`src/rtl/icache_pkg.sv`:
```
// Shared types and field-width helpers for the direct-mapped instruction cache.
package icache_pkg;

  typedef enum logic {IDLE, REFILL} stateT;

  localparam int WORD_BYTES = 4;

  function automatic int offbits(input int wordsPerLine);
    return $clog2(wordsPerLine);
  endfunction

  function automatic int idxbits(input int numLines);
    return $clog2(numLines);
  endfunction

endpackage

```
`src/rtl/icache_line_store.sv`:
```
// Valid/tag/data storage: combinational read by index, synchronous writes and clear-all.
module icache_line_store
  import icache_pkg::*;
#(
  parameter int NUM_LINES      = 16,
  parameter int WORDS_PER_LINE = 4,
  parameter int IDX_W          = idxbits(NUM_LINES),
  parameter int OFF_W          = offbits(WORDS_PER_LINE),
  parameter int TAG_W          = 32 - IDX_W - OFF_W - 2
) (
  input  logic             clk,
  input  logic             reset,
  input  logic             clearAll,
  input  logic [IDX_W-1:0] rdIdx,
  input  logic [OFF_W-1:0] rdOff,
  output logic             rdValid,
  output logic [TAG_W-1:0] rdTag,
  output logic [31:0]      rdWord,
  input  logic             wordWe,
  input  logic [IDX_W-1:0] wrIdx,
  input  logic [OFF_W-1:0] wrOff,
  input  logic [31:0]      wrWord,
  input  logic             tagWe,
  input  logic [TAG_W-1:0] wrTag,
  input  logic             wrValid
);

  logic [NUM_LINES-1:0] valid;
  logic [TAG_W-1:0]     tagArr  [NUM_LINES];
  logic [31:0]          dataArr [NUM_LINES][WORDS_PER_LINE];

  assign rdValid = valid[rdIdx];
  assign rdTag   = tagArr[rdIdx];
  assign rdWord  = dataArr[rdIdx][rdOff];

  always_ff @(posedge clk) begin
    if (reset || clearAll) begin
      valid <= '0;
    end else if (tagWe) begin
      valid[wrIdx] <= wrValid;
    end
  end

  // Tag and data arrays carry no reset; valid alone qualifies them.
  always_ff @(posedge clk) begin
    if (wordWe) dataArr[wrIdx][wrOff] <= wrWord;
    if (tagWe) tagArr[wrIdx] <= wrTag;
  end

endmodule

```
`src/rtl/icache_dm.sv`:
```
// Direct-mapped read-only instruction cache with line refill over a req/ready port.
// Optional hit/miss statistics counters are built when ICACHE_STATS_EN is defined.
module icache_dm
  import icache_pkg::*;
#(
  parameter int NUM_LINES      = 16,
  parameter int WORDS_PER_LINE = 4
) (
  input  logic        clk,
  input  logic        reset,
  input  logic [31:0] pcF,
  output logic [31:0] instrF,
  output logic        stallF,
  input  logic        flush,
  output logic        mem_req,
  output logic [31:0] mem_addr,
  input  logic        mem_ready,
  input  logic [31:0] mem_rdata
`ifdef ICACHE_STATS_EN
  ,
  output logic [31:0] hit_count,
  output logic [31:0] miss_count
`endif
);

  localparam int BYTE_W = $clog2(WORD_BYTES);
  localparam int OFF_W  = offbits(WORDS_PER_LINE);
  localparam int IDX_W  = idxbits(NUM_LINES);
  localparam int TAG_W  = 32 - IDX_W - OFF_W - BYTE_W;
  localparam logic [31:0] LINE_MASK = 32'(WORDS_PER_LINE * WORD_BYTES - 1);

  stateT             state, stateNext;
  logic [OFF_W-1:0]  beatCnt;
  logic              poison;
  logic [31:0]       baseAddr;
  logic              lineValid;
  logic [TAG_W-1:0]  lineTag;
  logic [31:0]       lineWord;
  logic              hit, accept, lastBeat;
  logic [1:0]        unusedPcBits;

  wire [OFF_W-1:0] pcOff   = pcF[BYTE_W +: OFF_W];
  wire [IDX_W-1:0] pcIdx   = pcF[BYTE_W + OFF_W +: IDX_W];
  wire [TAG_W-1:0] pcTag   = pcF[31 -: TAG_W];
  wire [IDX_W-1:0] baseIdx = baseAddr[BYTE_W + OFF_W +: IDX_W];
  wire [TAG_W-1:0] baseTag = baseAddr[31 -: TAG_W];

  assign unusedPcBits = pcF[1:0];

  assign hit      = (state == IDLE) && !reset && !flush && lineValid && (lineTag == pcTag);
  assign accept   = (state == REFILL) && mem_ready;
  assign lastBeat = (beatCnt == OFF_W'(WORDS_PER_LINE - 1));

  icache_line_store #(
    .NUM_LINES      (NUM_LINES),
    .WORDS_PER_LINE (WORDS_PER_LINE),
    .IDX_W          (IDX_W),
    .OFF_W          (OFF_W),
    .TAG_W          (TAG_W)
  ) lineStore (
    .clk      (clk),
    .reset    (reset),
    .clearAll (flush),
    .rdIdx    (pcIdx),
    .rdOff    (pcOff),
    .rdValid  (lineValid),
    .rdTag    (lineTag),
    .rdWord   (lineWord),
    .wordWe   (accept),
    .wrIdx    (baseIdx),
    .wrOff    (beatCnt),
    .wrWord   (mem_rdata),
    .tagWe    (accept && lastBeat),
    .wrTag    (baseTag),
    .wrValid  (!poison && !flush)
  );

  always_comb begin
    stateNext = state;
    instrF    = '0;
    stallF    = 1'b1;
    mem_req   = 1'b0;
    mem_addr  = '0;
    case (state)
      IDLE: begin
        stallF = ~hit;
        if (hit) instrF = lineWord;
        else     stateNext = REFILL;
      end
      REFILL: begin
        mem_req  = 1'b1;
        mem_addr = baseAddr | (32'(beatCnt) << BYTE_W);
        if (accept && lastBeat) stateNext = IDLE;
      end
      default: stateNext = IDLE;
    endcase
  end

  always_ff @(posedge clk) begin
    if (reset) begin
      state   <= IDLE;
      beatCnt <= '0;
      poison  <= 1'b0;
    end else begin
      state <= stateNext;
      if (state == IDLE) begin
        if (!hit) begin
          beatCnt <= '0;
          poison  <= 1'b0;
        end
      end else begin
        if (accept) beatCnt <= beatCnt + 1'b1;
        // A flush during refill must outlive the refill so the line stays invalid.
        if (accept && lastBeat) poison <= 1'b0;
        else if (flush)         poison <= 1'b1;
      end
    end
  end

  always_ff @(posedge clk) begin
    if (state == IDLE && !hit) baseAddr <= pcF & ~LINE_MASK;
  end

`ifdef ICACHE_STATS_EN
  always_ff @(posedge clk) begin
    if (reset) begin
      hit_count  <= '0;
      miss_count <= '0;
    end else begin
      if (hit && hit_count != '1) hit_count <= hit_count + 1'b1;
      if (state == IDLE && !hit && miss_count != '1) miss_count <= miss_count + 1'b1;
    end
  end
`endif

endmodule

```
`config.mk`:
```
export PLATFORM = sky130hd
export DESIGN_NAME = icache_dm
export DESIGN_NICKNAME = d
export VERILOG_FILES = /design/src/rtl/icache_pkg.sv /design/src/rtl/icache_line_store.sv /design/src/rtl/icache_dm.sv
export SDC_FILE = /design/constraint.sdc
export NUM_CORES = 2
export LEC_CHECK = 0
export CAP_MARGIN = 20
export CORE_UTILIZATION = 55
export DETAILED_ROUTE_END_ITERATION = 6
export PLACE_DENSITY = 0.8
export SLEW_MARGIN = 20
export SYNTH_ARGS = -nofsm -noshare
export SYNTH_HDL_FRONTEND = slang
export SYNTH_SLANG_ARGS = --single-unit
export TNS_END_PERCENT = 100
```
`constraint.sdc`:
```
create_clock -name clk -period 5.27 [get_ports clk]
set_input_delay 0.527 -clock clk [delete_from_list [all_inputs] [get_ports clk]]
set_output_delay 0.527 -clock clk [all_outputs]
set_load 0.02 [all_outputs]
```
==> flow_summary_export.csv <==
group,metric,value,unit
critical_path,critical_path.cell_chain,"mux4_2 -> mux4_2 -> xor2_1 -> a211oi_2 -> buf_4 -> nand4_1 -> or3_2 -> buf_12 -> buf_12 -> a311oi_2 -> buf_4",
logic_synthesis,netlist_area,0.0956,mm^2
logic_synthesis,synth.distinct_cells,70,
critical_path,rrSetupSlack,1.45,ns
pwr,seqPwrFrac,0.543,
pwr,clkPwrFrac,0.409,
drt,routedWlPerCell,37.5,um
finish,fillers,10400,
logic_synthesis,synth-seq-area-share,0.777,
clock_tree,cts.sinks,2480,
grt,grt_pass1_vias,48700,
pwr,p_leak,33.5,nW
logic_synthesis,ys.flop_type,"edfxtp_1",
grt,grt_overflow,0,
die,initial_core_util,0.556,
timing,hold_violations,0,
finish,num-nets-final,4363,
pwr,p_total,40.1,mW
critical_path,cp_slowest_cell,"or3_2",
logic_synthesis,avgSynthCellArea,24.1,um^2
grt,grt_antenna_before_repair,14,
critical_path,crit_end,"instrF[17]",
clock_tree,cts.path.max_buffers,3,
timing,min_period,5.29,ns
flow_run,max-cap-violations,0,
place,gp_congestion,0.850,
drt,dr.pass1.iters,5,
outcome,violations,"setup timing",
finish,final_common_cell,"edfxtp_1",
grt,grt_pass1_wl,357,mm
critical_path,r2r.worst_path.cells,11,
timing,slew_viol_final,0,
logic_synthesis,yosysWarnings,0,
finish,final_util,0.628,
timing,fin_ws,-0.0150,ns
timing,max_freq,189,MHz
timing,finalCritPeriodShare,1.00,
hold_path,worstHoldPathCells,1,
finish,syn_to_final_growth,13.1,%
drt,final_antenna_net_count,0,
timing,rsz0062_at_grt,"no",
timing,skew,0.0294,ns
critical_path,end_kind,"primary output",
clock_tree,postCtsHoldBufs,0,
critical_path,worst_ep_arrival_time,4.76,ns
critical_path,cp_max_fo,13,
critical_path,startpoint,"lineStore.tagArr[0][1]",
critical_path,rr_startpoint,"lineStore.tagArr[0][1]",
die,die_x,419,um
clock_tree,cts_tree,"yes",
pwr,swShare,0.213,
drt,drc,0,
critical_path,cp-start-kind,"flop",
logic_synthesis,yosys.area.top_type,"edfxtp_1",
logic_synthesis,yosys_register_bits,2480,
finish,multiInputGateArea,0.0207,mm^2
finish,regArea,0.0743,mm^2
critical_path,path_class,"flop to primary output",
finish,drive_gt1_frac,0.307,
finish,layout_common_cells,"edfxtp_1, mux4_2, clkbuf_16",
timing,tns,-0.0150,ns
logic_synthesis,synth_top_area_frac,0.772,
die,die_area,0.176,mm^2
clock_tree,clock_latency,0.87,ns
pwr,p_sw,8.52,mW
pwr,ir_worst_vdd,0.329,mV
drt,vias,47100,
critical_path,slowest_delay,0.56,ns
critical_path,cp.depth,11,
drt,vias_per_cell,6.93,
die,die_h,419,um
logic_synthesis,ys_top_cells_by_area,"edfxtp_1, mux4_2, mux2i_1",
pwr,comb_power_share,0.048,
critical_path,critical_path_buf_inv_count,4,
outcome,status,"complete, but fails checks",
die,core_area,0.172,mm^2
critical_path,r2r_end,"baseAddr[9]",
timing,slew_headroom,0.181,
pwr,internal_power,31.6,mW
die,ios,134,
place,place_hpwl,129,mm
logic_synthesis,async_flop_share,0,
timing,tightest_slew,1.23,ns
hold_path,hold_start,"mem_rdata[6]",
logic_synthesis,synth_edf_count,2460,
clock_tree,cts_root_buf,"clkbuf_16",
critical_path,worstPathRequired,4.74,ns
grt,grt_max_degree,144,
drt,dr.first_iter.drc_count,7380,
timing,setup_violations,1,
clock_tree,cts_max_level,4,
clock_tree,cts-buffers-inserted,225,
pwr,powerDensity,371,mW/mm^2
clock_tree,path_clk_slew,0.06,ns
die,rows,152,
place,port_buffers,129,
critical_path,path_delay_family,"multiplexers",
drt,wl,255,mm
grt,grt.total_usage,0.293,
hold_path,hold_path.class,"input port to flop",
logic_synthesis,synthesis.instances,3972,
## registers in the layout, summed over array words and instances (netlist names)
signal and count:
lineStore.dataArr 2048, lineStore.tagArr 384, baseAddr 28, lineStore.valid 16
beatCnt 2, poison 1, state 1
## through the flow
stage	worst slack, ns	cell area (um^2)	instances	hold slack, ns
global route	0.0107	108000	6793	0.0795
finish	-0.0150	108000	6797	0.0972
global placement	-0.155	101000	6371	0.457
floorplan	0.856	95600	3973	0.450
CTS	0.0278	108000	6789	0.261
detailed placement	-0.188	101000	6371	0.476
## power groups by stage
stage | logic [mW] | registers (mW) | clock network [mW]
floorplan | 1.09 | 22.2 | 0
detailed placement | 1.84 | 22.2 | 0
finish | 1.92 | 21.8 | 16.4
CTS | 1.90 | 21.8 | 16.4
global placement | 1.80 | 22.2 | 0
global route | 1.99 | 21.8 | 17.1
## area by class of cell
class	instances	area share
Multi-Input combinational cell	1265	0.192
Timing Repair Buffer	310	0.0271
Sequential cell	2480	0.687
Tap cell	2310	0.0267
Clock inverter	149	0.0134
Clock buffer	269	0.0541
Antenna cell	5	0.000116
Inverter	9	0.000359
## cells by family after synthesis
| group | after synthesis | share of synthesized area |
|---|---|---|
| compound gates | 151 | 0.0113 |
| xor+xnor | 24 | 0.00220 |
| fa+ha+maj | 4 | 0.000523 |
| buf+inv | 228 | 0.0126 |
| flops | 2480 | 0.777 |
| mux | 814 | 0.183 |
| other cells | 1 | 0.0000392 |
| simple gates | 270 | 0.0142 |
## per-layer routing
layer / up-vias / wire [um] / global-route usage
met2: 3897 / 128000 / 0.482
met3: 830 / 29500 / 0.0642
li1: 17800 / - / -
met1: 24600 / 83600 / 0.373
met4: 12 / 13200 / 0.139
met5: - / 94 / 0
## synth_stat cells (3+ instances only)
cell and count:
edfxtp_1 2460, mux4_2 726, buf_2 89, nor2_1 85, mux2i_1 72, nand2_1 54, and2_1 46, buf_1 45
clkbuf_1 42, a211oi_1 38, o21ai_0 26, nor2b_1 25, a21oi_1 22, buf_4 22, dfxtp_1 20, or3_1 18
xnor2_1 16, buf_6 15, mux4_1 14, a22oi_1 11, a311oi_1 11, nand3_1 10, xor2_1 8, inv_1 7
a32oi_1 6, and2b_1 5, dlygate4sd1_1 5, a31oi_1 4, ha_1 4, nand4_1 4, o22ai_1 4, a221oi_1 3
nand2b_1 3, nor3_1 3, o2111ai_1 3, o32ai_1 3
## worst min-delay path by stage
| stage | to | slack [ns] |
|---|---|---|
| 3_3_place_gp | lineStore.valid[7] | 0.46 |
| 5_1_grt | lineStore.dataArr[8][102] | 0.08 |
| 2_1_floorplan | lineStore.valid[2] | 0.45 |
| 3_5_place_dp | lineStore.valid[4] | 0.48 |
| 6_report | lineStore.dataArr[9][102] | 0.1 |
| 4_1_cts | baseAddr[9] | 0.26 |
## what timing repair did
action                     in CTS  in global routing
setup buffers                   0                  0
gates resized for setup        13                  3
setup endpoints to repair      12                  2
Power figures use the tool's default switching activity.
